**config.mk**
```make
export PLATFORM = sky130hd
export DESIGN_NAME = gen_addr_seq_flat
export DESIGN_NICKNAME = d
export VERILOG_FILES = /design/src/rtl/gen_addr_seq_if.sv /design/src/rtl/gen_addr_seq.sv /design/src/flat_wrapper.sv
export SDC_FILE = /design/constraint.sdc
export NUM_CORES = 1
export LEC_CHECK = 0
export ABC_AREA = 1
export CAP_MARGIN = 10
export CORE_UTILIZATION = 40
export CTS_CLUSTER_SIZE = 20
export DETAILED_ROUTE_END_ITERATION = 12
export GPL_TIMING_DRIVEN = 0
export SYNTH_ARGS = -nofsm -noshare
export SYNTH_HDL_FRONTEND = slang
export SYNTH_SLANG_ARGS = --single-unit
```
**constraint.sdc**
```tcl
create_clock -name clk -period 2.73 [get_ports clk]
set_clock_uncertainty 0.05 [all_clocks]
set_input_delay 0.546 -clock clk [delete_from_list [all_inputs] [get_ports clk]]
set_output_delay 0.546 -clock clk [all_outputs]
set_load 0.02 [all_outputs]
```
**src/rtl/gen_addr_seq_if.sv**
```systemverilog
// Request/address-stream bundle for the interleaver address generator.
// master drives requests and controls; slave produces the address stream.
interface gen_addr_seq_if #(
  parameter int unsigned ADDR_W = 16,
  parameter int unsigned LEN_W  = 13
);
  logic              start;
  logic [LEN_W-1:0]  m_len;
  logic              step_en;
  logic              abort;
  logic [ADDR_W-1:0] addr_out;
  logic              addr_vld;
  logic              first;
  logic              last;
  logic              busy;
  logic              done;
  logic              err;
  logic [2:0]        id_idx;

  modport master (
    output start, m_len, step_en, abort,
    input  addr_out, addr_vld, first, last, busy, done, err, id_idx
  );

  modport slave (
    input  start, m_len, step_en, abort,
    output addr_out, addr_vld, first, last, busy, done, err, id_idx
  );
endinterface

```
**src/rtl/gen_addr_seq.sv**
```systemverilog
// Address-sequence generator for the turbo/OFDM interleaver memory: maps a
// supported block length to a base address and emits a contiguous address run.
module gen_addr_seq #(
  parameter int unsigned ADDR_W = 16,
  parameter int unsigned LEN_W  = 13,
  parameter int unsigned NUM_ID = 5,
  parameter logic [NUM_ID*LEN_W-1:0]  LEN_TABLE  = {13'd1872, 13'd432, 13'd1056, 13'd672, 13'd288},
  parameter logic [NUM_ID*ADDR_W-1:0] BASE_TABLE = {16'd2448, 16'd2016, 16'd960, 16'd288, 16'd0}
) (
  input  logic          clk,
  input  logic          n_rst,
  gen_addr_seq_if.slave bus
);

  typedef enum logic [1:0] {IDLE, LOAD, RUN, DONE} state_t;

  state_t            state_q, state_d;
  logic [LEN_W-1:0]  idx_q, idx_d;
  logic [LEN_W-1:0]  len_q, len_d;
  logic [ADDR_W-1:0] base_q, base_d;
  logic [ADDR_W-1:0] hold_q, hold_d;
  logic [2:0]        id_q, id_d;
  logic              err_q, err_d;

  logic              hit;
  logic [2:0]        hit_idx;
  logic [ADDR_W-1:0] hit_base;
  logic [ADDR_W-1:0] cur_addr;
  logic [LEN_W-1:0]  last_idx;

  // Lowest matching index wins; a zero length never matches.
  always_comb begin
    hit      = 1'b0;
    hit_idx  = '0;
    hit_base = '0;
    for (int unsigned i = 0; i < NUM_ID; i++) begin
      if (!hit && (bus.m_len != '0) && (bus.m_len == LEN_TABLE[i*LEN_W +: LEN_W])) begin
        hit      = 1'b1;
        hit_idx  = 3'(i);
        hit_base = BASE_TABLE[i*ADDR_W +: ADDR_W];
      end
    end
  end

  assign cur_addr = base_q + ADDR_W'(idx_q);
  assign last_idx = len_q - LEN_W'(1);

  always_comb begin
    state_d = state_q;
    idx_d   = idx_q;
    len_d   = len_q;
    base_d  = base_q;
    id_d    = id_q;
    err_d   = 1'b0;
    hold_d  = hold_q;

    // Snapshot the live address so addr_out stays put once the run ends or aborts.
    if (state_q == RUN) hold_d = cur_addr;

    if (bus.abort) begin
      state_d = IDLE;
    end else begin
      case (state_q)
        IDLE: begin
          if (bus.start) begin
            if (hit) begin
              state_d = LOAD;
              base_d  = hit_base;
              len_d   = bus.m_len;
              id_d    = hit_idx;
            end else begin
              err_d = 1'b1;
            end
          end
        end
        LOAD: begin
          idx_d   = '0;
          state_d = RUN;
        end
        RUN: begin
          if (bus.step_en) begin
            if (idx_q == last_idx) state_d = DONE;
            else                   idx_d   = idx_q + LEN_W'(1);
          end
        end
        DONE:    state_d = IDLE;
        default: state_d = IDLE;
      endcase
    end
  end

  always_ff @(posedge clk or negedge n_rst) begin
    if (!n_rst) begin
      state_q <= IDLE;
      idx_q   <= '0;
      len_q   <= '0;
      base_q  <= '0;
      hold_q  <= '0;
      id_q    <= '0;
      err_q   <= 1'b0;
    end else begin
      state_q <= state_d;
      idx_q   <= idx_d;
      len_q   <= len_d;
      base_q  <= base_d;
      hold_q  <= hold_d;
      id_q    <= id_d;
      err_q   <= err_d;
    end
  end

  assign bus.addr_vld = (state_q == RUN);
  assign bus.addr_out = (state_q == RUN) ? cur_addr : hold_q;
  assign bus.first    = (state_q == RUN) && (idx_q == '0);
  assign bus.last     = (state_q == RUN) && (idx_q == last_idx);
  assign bus.busy     = (state_q == LOAD) || (state_q == RUN);
  assign bus.done     = (state_q == DONE);
  assign bus.err      = err_q;
  assign bus.id_idx   = id_q;

endmodule

```
**src/flat_wrapper.sv**
```systemverilog
// flat-port wrapper written by rule: the top's interface ports become plain ports
module gen_addr_seq_flat 
#(
  parameter int unsigned ADDR_W = 16,
  parameter int unsigned LEN_W  = 13,
  parameter int unsigned NUM_ID = 5,
  parameter logic [NUM_ID*LEN_W-1:0]  LEN_TABLE  = {13'd1872, 13'd432, 13'd1056, 13'd672, 13'd288},
  parameter logic [NUM_ID*ADDR_W-1:0] BASE_TABLE = {16'd2448, 16'd2016, 16'd960, 16'd288, 16'd0}
)
  (clk, n_rst, bus_start, bus_m_len, bus_step_en, bus_abort, bus_addr_out, bus_addr_vld, bus_first, bus_last, bus_busy, bus_done, bus_err, bus_id_idx);
  gen_addr_seq_if #(.ADDR_W(ADDR_W), .LEN_W(LEN_W)) bus_i ();
  input  logic clk;
  input  logic n_rst;
  input wire logic [$bits(bus_i.start)-1:0] bus_start;
  input wire logic [$bits(bus_i.m_len)-1:0] bus_m_len;
  input wire logic [$bits(bus_i.step_en)-1:0] bus_step_en;
  input wire logic [$bits(bus_i.abort)-1:0] bus_abort;
  output wire logic [$bits(bus_i.addr_out)-1:0] bus_addr_out;
  output wire logic [$bits(bus_i.addr_vld)-1:0] bus_addr_vld;
  output wire logic [$bits(bus_i.first)-1:0] bus_first;
  output wire logic [$bits(bus_i.last)-1:0] bus_last;
  output wire logic [$bits(bus_i.busy)-1:0] bus_busy;
  output wire logic [$bits(bus_i.done)-1:0] bus_done;
  output wire logic [$bits(bus_i.err)-1:0] bus_err;
  output wire logic [$bits(bus_i.id_idx)-1:0] bus_id_idx;
  assign bus_i.start = bus_start;
  assign bus_i.m_len = bus_m_len;
  assign bus_i.step_en = bus_step_en;
  assign bus_i.abort = bus_abort;
  assign bus_addr_out = bus_i.addr_out;
  assign bus_addr_vld = bus_i.addr_vld;
  assign bus_first = bus_i.first;
  assign bus_last = bus_i.last;
  assign bus_busy = bus_i.busy;
  assign bus_done = bus_i.done;
  assign bus_err = bus_i.err;
  assign bus_id_idx = bus_i.id_idx;
  gen_addr_seq #(.ADDR_W(ADDR_W), .LEN_W(LEN_W), .NUM_ID(NUM_ID), .LEN_TABLE(LEN_TABLE), .BASE_TABLE(BASE_TABLE)) u_core (.clk(clk), .n_rst(n_rst), .bus(bus_i));
endmodule
```
* Word-level counts from Yosys, hierarchy flattened *
Cells that the tools add are included.

storage, ports and cells
  input bits = 18
  flip-flop bits (word level) = 64
  word-level logic and storage cells = 76
  output and inout bits = 25

operators by class
  reductions and logical operators = 23
  eq/ne operators = 15
  add/subtract/negate cells = 3
  bitwise logic cells = 1
  muxes and demuxes = 27

operators by type and width
  operator                                             count
  == test 13 x 11 -> 1 bit (second input constant)     2
  == test 13 x 9 -> 1 bit (second input constant)      2
  2-to-1 mux 13 bit                                    2
  case mux 13 bit (2 select lines)                     1
  adder 16 x 13 -> 16 bit                              1
  2-to-1 mux 16 bit                                    1
  2-to-1 mux 2 bit                                     7
  adder 13 x 1 -> 13 bit (second input constant)       1
  == test 13 x 10 -> 1 bit (second input constant)     1
  == test 13 bit                                       1
  logical NOT 13 bit                                   1
  nonzero test 13 bit                                  1
  subtractor 13 x 1 -> 13 bit (second input constant)  1
  2-to-1 mux 12 bit                                    1
  AND reduction 4 bit                                  3
  logical AND 1 bit                                    11
  2-to-1 mux 11 bit                                    1
  2-to-1 mux 1 bit                                     10
  2-to-1 mux 10 bit                                    1
  2-to-1 mux 9 bit                                     1
  case mux 2 bit (4 select lines)                      1
  != test 3 x 2 -> 1 bit (second input constant)       2
  != test 3 bit (second input constant)                2
  == test 2 bit (second input constant)                2
  8 further kinds                                      12

* Depth between registers and ports, before layout *
Gate-level depths: netlist of the first run.

  word-level depth = 23
  depth in mapped cells = 18
  depth with buffers taken out = 17

* Least setup slack after synthesis of the first run *
OpenSTA, ideal clock, no wires.

  kind = flip-flop to output port
  from = register u_core.idx_q[4]
  to = output bus_addr_out[10]
  arrival = 1.984 ns
  path buffers = 0
  setup slack = 0.150 ns
  required time = 2.134 ns
  stages on the path, launching flop included = 12
  cells stage by stage = dfrtp_1 -> ha_1 -> inv_1 -> fa_1 -> inv_1 -> a31oi_1 -> or2_2 -> nand2_1 -> a21oi_1 -> and2_1 -> o21ai_0 -> nand2_1

on the way
  cells in the longest elaborated chain, start to end = 2

ends and longest elaborated chain
  item                      line                 RTL
  start: declaration        gen_addr_seq.sv:18   logic [LEN_W-1:0] idx_q, idx_d;
  start signal: assignment  gen_addr_seq.sv:103  idx_q <= idx_d;
  adder 16 x 13 -> 16 bit   gen_addr_seq.sv:45   assign cur_addr = base_q + ADDR_W'(idx_q);
  2-to-1 mux 16 bit         gen_addr_seq.sv:113  assign bus.addr_out = (state_q == RUN) ? cur_addr : hold_q;
  end: declaration          flat_wrapper.sv:18   output wire logic [$bits(bus_i.addr_out)-1:0] bus_addr_out;

No other way between the ends.

* Worst setup path after layout of the first run *
  from = register u_core.idx_q[5]
  to = output bus_addr_out[11]

The elaborated chain is that of the path after synthesis.

==> results of run 1 <==
-- worst max-delay path by stage --
stage / start / to / slack (ns) / cells past startpoint
2_1_floorplan: u_core.idx_q[4] / bus_addr_out[10] / 0.15 / 11
3_3_place_gp: u_core.idx_q[4] / bus_addr_out[10] / -0.52 / 12
3_5_place_dp: u_core.idx_q[4] / bus_addr_out[10] / -0.51 / 12
4_1_cts: u_core.base_q[4] / bus_addr_out[10] / -0.12 / 12
5_1_grt: u_core.idx_q[5] / bus_addr_out[11] / -0.23 / 11
6_report: u_core.idx_q[5] / bus_addr_out[11] / -0.13 / 11
-- flip-flops by register name (all words and copies together) (netlist names) --
name / count
u_core.base_q: 4
u_core.bus.err: 1
u_core.bus.id_idx: 2
u_core.hold_q: 16
u_core.idx_q: 13
u_core.len_q: 13
u_core.state_q: 2
-- final cells by class --
cell class | count | area, µm²
clock inverters | 2 | 37.5
well taps | 105 | 131
plain buffers | 18 | 114
multi-input cells | 354 | 2060
flip-flops and latches | 51 | 1280
clock buffers | 5 | 68.8
fillers | 796 | 3820
inverters | 52 | 196
repair buffers | 60 | 549
-- timing repair --
item,4_1_cts,5_1_grt
gates resized for setup,75,63
setup buffers,8,9
cloned,0,0
setup endpoints to repair,18,14
pin swaps,7,13
-- power groups by stage --
stage	clock [W]	combinational [W]	sequential, W
floorplan	0	0.000420	0.000857
global placement	0	0.000683	0.000867
detailed placement	0	0.000692	0.000866
CTS	0.000547	0.000675	0.000852
global route	0.000585	0.000793	0.000858
finish	0.000537	0.000718	0.000854
-- cell families after synthesis --
group | after synthesis | synth area share
AOI/OAI and AO/OA | 33 | 0.0514
xor gates and xnor gates | 24 | 0.0612
adders and majority gates | 17 | 0.0641
buffers and inverters | 70 | 0.0856
DFF | 51 | 0.372
and+or+nand+nor | 280 | 0.366
-- cells in the final DEF (no fill, tap or decap), types with 4 or more instances in the layout --
cell type,Yosys,layout
nand3_1,40,38
xor2_1,16,16
nor2_2,6,8
inv_1,50,44
clkbuf_8,0,5
xnor2_1,8,8
nor2_1,67,65
inv_2,1,7
ha_1,16,8
o21ai_1,2,10
clkdlybuf4s50_1,0,23
dfrtp_2,0,5
nand3_2,2,4
o21ai_0,19,9
nor3_1,7,7
clkbuf_2,2,8
nand4_1,4,4
buf_4,4,19
buf_6,1,10
dfrtp_1,51,46
ha_4,0,5
nand2_2,15,20
nand2_1,124,118
buf_2,5,6
-- critical path, delay by kind of cell, from the launching register on --
family	cells	cell delay (ns)
compound gates	4	0.68
flops	1	0.42
buf+inv	3	0.38
fa+ha+maj	1	0.15
simple gates	3	0.31
-- routing by layer --
metal  wire [µm]  track usage
met1        4080        0.278
met2        4110        0.331
met3         331       0.0314
met4         204       0.0606
met5           0            0
-- stage by stage --
| step | instances | setup TNS [ns] | total power, W | instance area [µm²] | util |
|---|---|---|---|---|---|
| 6_report | 647 | -0.312 | 0.00211 | 4440 | 0.537 |
| 3_5_place_dp | 623 | -3.23 | 0.00156 | 4000 | 0.485 |
| 5_1_grt | 647 | -0.833 | 0.00224 | 4440 | 0.537 |
| 2_1_floorplan | 475 | 0 | 0.00128 | 3430 | - |
| 4_1_cts | 638 | -0.165 | 0.00207 | 4230 | 0.513 |
| 3_3_place_gp | 622 | -27.16 | 0.00155 | 3990 | 0.483 |
==> out/summary.md, run 1 <==
The combinational power share is 0.341, and the depth of the worst register-to-register path is 16. The root buffer cell was clkbuf_8. In this run, synthesis inferred 0 flip-flops with an integrated enable.

The launch point of the worst reg-to-reg path is u_core.idx_q[5]. The clock sink count was 51. Setup violations remaining at the end of the flow were counted as 3. The endpoint type of the worst setup path was an output port. The worst-case setup margin in the final layout is -0.127 ns.

The post-route clock period utilization is 1.05. The worst register-to-register path ends at u_core.idx_q[4]. Synthesis produced a netlist with a net count of 510.

On the final layout, the worst hold slack is 0.181 ns. The tool flagged a number of max-cap violations equal to 0. For the total die area, the log shows 8960 µm².

The fraction of final layout cells sized beyond drive strength 1 came out at 0.229. The number of distinct library cells after synthesis is 38, and the detailed-route vias per instance is 4.93. The tools report the global routing usage summed across all routing layers as 0.204. The maximum buffer depth of the clock tree is 2.

The tools report the highest achievable clock rate as 350 MHz. The worst-path maximum fanout is 2. The pin count of the biggest net entering global routing is 27. The share of synthesized registers carrying an async set or reset came out at 1.00. The cell repeated most along the worst path was buf_6. The effective utilization at floorplan was 0.416. For this design the top-level I/O count stands at 43.

For the pin with the worst max-slew slack, the measured transition is 0.622 ns. For this design the total switching power over the nets is 0.000764 W. At the end of the flow, the number of nets in the layout was 577. Sequential cell fraction of total power: 0.405. The setup check on the worst reg-to-reg path leaves a slack of 0.56 ns. The core region area is 8260 µm².

Power spread over the standard cell area amounts to 475 nW/µm². The number of warnings printed during yosys synthesis was 0. The share of total power in the clock network came out at 0.255.

The later pin in the worst-skew pair is clocked with a latency of 0.31 ns. The H-tree was split into 2 levels. The proportion of synthesized chip area in sequential cells was 0.372; the mean instance size in the synthesized netlist was 7.23 µm². The wire-length estimate of the detail-placed layout is 6270 µm.

The final reports fail on negative setup slack. The most area-hungry cell type in the Yosys netlist was dfrtp_1. After detailed routing, the total wire length is 8720 µm.

The count of nets left with antenna violations once routing finished came out at 0. Via count of the first global-routing pass: 2959. The fraction of power spent switching nets is 0.362.

The synthesis-stage register bit count was 51; the number of clock buffers inserted by TritonCTS was 5. The synthesized netlist occupies a cell area of 3430 µm². The first detailed-routing pass took 5 iterations. For this run the aggregate overflow at the end of global routing stands at 0. The routed layout has 3188 vias. The clock period minus worst slack came out at 2.86 ns. Final number of max-transition violations: 0. By count the netlist is led by nand2_1 (124), nor2_1 (67), dfrtp_1 (51). The number of buffers inserted by port buffering was 42; the synthesis-to-finish area growth was 29.2%.

The wire length of the first global-routing pass came out at 14100 µm. The slowest stage of the critical path is the dfrtp_1 cell. Prior to clock tree synthesis, the placed netlist has a worst setup slack of -0.511 ns.

The kind of start point of the critical path was a register. The dominant synthesized flop cell is dfrtp_1. In this run, post-CTS hold repair placed 0 buffers.

The worst ir drop on vdd is 0.293 mV, and the number of placement rows is 33. After detailed routing, the number of remaining DRC violations is 0. The routed length per placed instance works out to 13.5 µm. Setup repair after global routing could not meet its margin everywhere.

The number of antenna diodes in the final layout is 0. The arrival time of the worst setup path was 2.26 ns; the number of antenna violations at the first check in global routing was 0. nand2_1 is the most common cell in the netlist. The share of the synthesized area in the top cell type is 0.372, and the number of violations reported at the end of detailed-routing iteration 0 is 148. The type of the worst min-delay path is primary input to asynchronous set/reset pin.

The clock-pin slew of the registers on the worst-case setup and hold paths was 0.10 ns. Walking the worst path, the cells encountered are buf_6, buf_6, ha_4, a21oi_4, nand2_2, a21oi_2, nor2_1, o21ai_2, nand3_2, a31oi_4, buf_6. From left edge to right edge, the die measures 94.7 µm. The flow ran to the end, but the final reports show violations. The worst-case headroom to the max-slew limit is 0.585, and the leakage component of the power is 2.17 nW. The total internal power was 0.00135 W. TritonCTS built the clock tree. The total count of hold-check failures in the final report is 0, and the weighted congestion reported at the end of routability-driven placement is 0.817.

By startpoint and endpoint, the worst setup path is classified as register to output port. The chip height came out at 94.7 µm. Sorting the synthesized cells by area gives the leading types as dfrtp_1 (37%), nand2_1 (14%), nor2_1 (7.3%). The largest single stage delay on the critical path is 0.42 ns.

In the synthesized netlist, the number of instances is 475. Data on the critical path is required at its endpoint by 2.13 ns.
Note: power is estimated with default switching activity, not from simulation.
==> inputs of run 2 (changes only) <==
--- a/config.mk
+++ b/config.mk
@@ -7,10 +7,13 @@
 export LEC_CHECK = 0
 export ABC_AREA = 1
 export CAP_MARGIN = 10
+export CORE_MARGIN = 4
 export CORE_UTILIZATION = 40
+export CTS_BUF_LIST = sky130_fd_sc_hd__clkbuf_8
 export CTS_CLUSTER_SIZE = 20
 export DETAILED_ROUTE_END_ITERATION = 12
 export GPL_TIMING_DRIVEN = 0
+export SKIP_CTS_REPAIR_TIMING = 1
 export SYNTH_ARGS = -nofsm -noshare
 export SYNTH_HDL_FRONTEND = slang
 export SYNTH_SLANG_ARGS = --single-unit
==> out/summary.md, run 2 (same netlist as run 1, synthesis figures left out) <==
The run finished, with violations left. The checks that failed: negative setup slack. The total overflow reported by the global router is 0 (unchanged), and the number of buffers inserted by port buffering is 42 (unchanged). The fraction of final layout cells sized beyond drive strength 1 was 0.206 (-0.0225).

For the number of setup violations in the final report, the log shows 3 (unchanged). For the worst-case headroom to the max-slew limit, the log shows 0.587 (+0.00165). The worst-margin pin slew was 0.620 ns (-0.00247 ns); the core occupancy in the finished layout was 0.528 (-0.00961). The library cell used most frequently in the layout, excluding fill and tap cells, is nand2_1.

For the number of optimization iterations in the first detailed-route pass, the log shows 4 (-1). The run gives 5 (unchanged) as the number of clock buffers inserted by TritonCTS. The setup path with the least slack is of type register to output port.

Boundary pin count: 43 (unchanged). The post-route clock period utilization was 1.06 (+0.0129); the core region area was 8300 µm² (+0.50%). The global routing usage summed across all routing layers came out at 0.170 (-0.0331).

The combinational power share was 0.338 (-0.003). The detailed-route wire length was 8560 µm (-1.9%). The number of max-capacitance violations reported is 0 (unchanged), and the number of flip-flops in the largest register is 16 (unchanged). TritonCTS built the clock tree.

Setup repair after global routing could not meet its margin everywhere. The clock-pin slew of the registers on the worst-case setup and hold paths is 0.10 ns (about the same), and the share of total power in the clock network is 0.265 (+0.010). The number of violations reported at the end of detailed-routing iteration 0 is 218 (+47%), and the highest achievable clock rate is 346 MHz (-1.2%). The clock latency reported for the late side of the worst-skew pair was 0.31 ns (about the same). The chip height is 101 µm (+6.3%). The worst-case setup margin in the final layout was -0.162 ns (-0.0352 ns). The total negative setup slack was -0.227 ns (+0.0848 ns).

The final number of max-transition violations is 0 (unchanged). The logs give 0.414 (-0.00207) for the effective utilization at floorplan and 2.20 nW (+1.6%) for the leakage component of the power. The final instance area was 4380 µm² (-1.3%).

The CTS H-tree depth was 2 (unchanged). The switching power total came out at 0.000757 W (-0.83%). The number of antenna-violating nets in the routed design was 0 (unchanged).

The sequential cell fraction of total power was 0.397 (-0.008); the weighted congestion reported at the end of routability-driven placement was 0.847 (+3.7%). Detailed-route DRC error count: 0 (unchanged). The largest registers in the layout are u_core.hold_q: 16 flops, u_core.idx_q: 13 flops, u_core.len_q: 13 flops. The placed standard-cell area was 4000 µm² (unchanged). The worst-path maximum fanout works out to 3 (+1). The logs give 2.30 ns (+0.04 ns) for the arrival time of the worst setup path and -0.558 ns (-0.0473 ns) for the worst setup slack before clock tree synthesis.

The number of antenna violations at the first check in global routing was 0 (unchanged); the fraction of power spent switching nets was 0.351 (-0.0114). The tools report the endpoint type of the worst setup path as an output port. The x dimension of the die works out to 101 µm (+6.3%). The root buffer cell is clkbuf_8. The cell area power density is 493 nW/µm² (+3.7%), and the total count of hold-check failures in the final report is 0 (unchanged).

Maximum buffer depth of the clock tree: 2 (unchanged). The run gives 2938 (-0.71%) as the via count of the first global-routing pass. The run gives 2.13 ns (about the same) as the required arrival time at the worst endpoint. The most flop-heavy register is u_core.hold_q.

The tools report the wire length of the first global-routing pass as 14100 µm (-0.49%). The tools report the total internal power as 0.00140 W (+4.2%). The type of the worst min-delay path is primary input to asynchronous set/reset pin. The kind of start point of the critical path is a register. In the layout the commonest cells are nand2_1 (120), nor2_1 (66), inv_1 (47), dfrtp_1 (47), nand3_1 (40).

From synthesis to final layout, the design area changed by 27.5%. The detailed-route vias per instance was 4.93 (about the same); the net count reported at finish was 577 (unchanged). Worst ir drop on vdd: 0.233 mV (-21%). The depth of the worst register-to-register path was 9 (-7); the total via count after detailed routing was 3192 (+0.13%). The tools report the pin count of the biggest net entering global routing as 27 (unchanged).

Post-detailed-placement half-perimeter wirelength: 6450 µm (+2.8%). Clock period minus worst slack: 2.89 ns (+0.0352 ns). The logs give 10100 µm² (+13%) for the total die area and 51 (unchanged) for the clock sink count. The routed length per placed instance came out at 13.2 µm (-2.0%). The logs give 33 (unchanged) for the number of placement rows and 0 (unchanged) for the count of antenna diodes in the layout.
-- run 2: power groups by stage --
stage	Clock [W]	Sequential [W]	Combinational [W]
floorplan	0	0.000857	0.000420
global placement	0	0.000867	0.000685
detailed placement	0	0.000867	0.000693
CTS	0.000590	0.000853	0.000694
global route	0.000620	0.000860	0.000806
finish	0.000572	0.000857	0.000731
-- run 2: routing by layer --
metal	up-vias	track usage	wire (µm)	part of all wire
met3	2	0.0249	427	0.050
met5	-	0	0	0
met4	0	0.0352	29	0.0034
li1	1625	-	-	-
met1	1506	0.232	3870	0.45
met2	59	0.288	4230	0.49
-- run 2: layout make-up --
cell class / count / area (µm²)
fill: 813 / 3920
multi-input combinational: 354 / 2000
sequential: 51 / 1280
timing repair buffer: 60 / 539
inverter: 52 / 199
tap: 105 / 131
buffer: 18 / 111
clock buffer: 6 / 82.6
clock inverter: 2 / 38.8
-- run 2: path summary, 6_finish.rpt --
kind / start / to / slack (ns)
worst max-delay path: u_core.base_q[4] / bus_addr_out[10] / -0.16
worst min-delay path: n_rst / u_core.hold_q[12] / 0.19
worst max register to register: u_core.state_q[0] / u_core.idx_q[7] / 0.56
worst min register to register: u_core.hold_q[4] / u_core.hold_q[4] / 0.42
max in group asynchronous: n_rst / u_core.state_q[1] / 1.88
min in group clk: u_core.hold_q[4] / u_core.hold_q[4] / 0.42
-- run 2: critical path: stages, from the launching register on --
cell,delay [ns]
dfrtp_2,0.44
ha_4,0.15
inv_1,0.04
fa_2,0.33
inv_2,0.09
a31oi_4,0.09
or2_4,0.24
nand2_1,0.06
a21oi_1,0.07
and2_1,0.14
o21ai_1,0.12
nand2_1,0.07
buf_4,0.16
-- run 2: stage by stage --
stage / hold slack (ns) / cells / power, W
finish: 0.186 / 648 / 0.00216
detailed placement: 0.408 / 623 / 0.00156
CTS: 0.200 / 631 / 0.00214
global placement: 0.408 / 622 / 0.00155
global route: 0.224 / 648 / 0.00229
floorplan: 0.200 / 475 / 0.00128
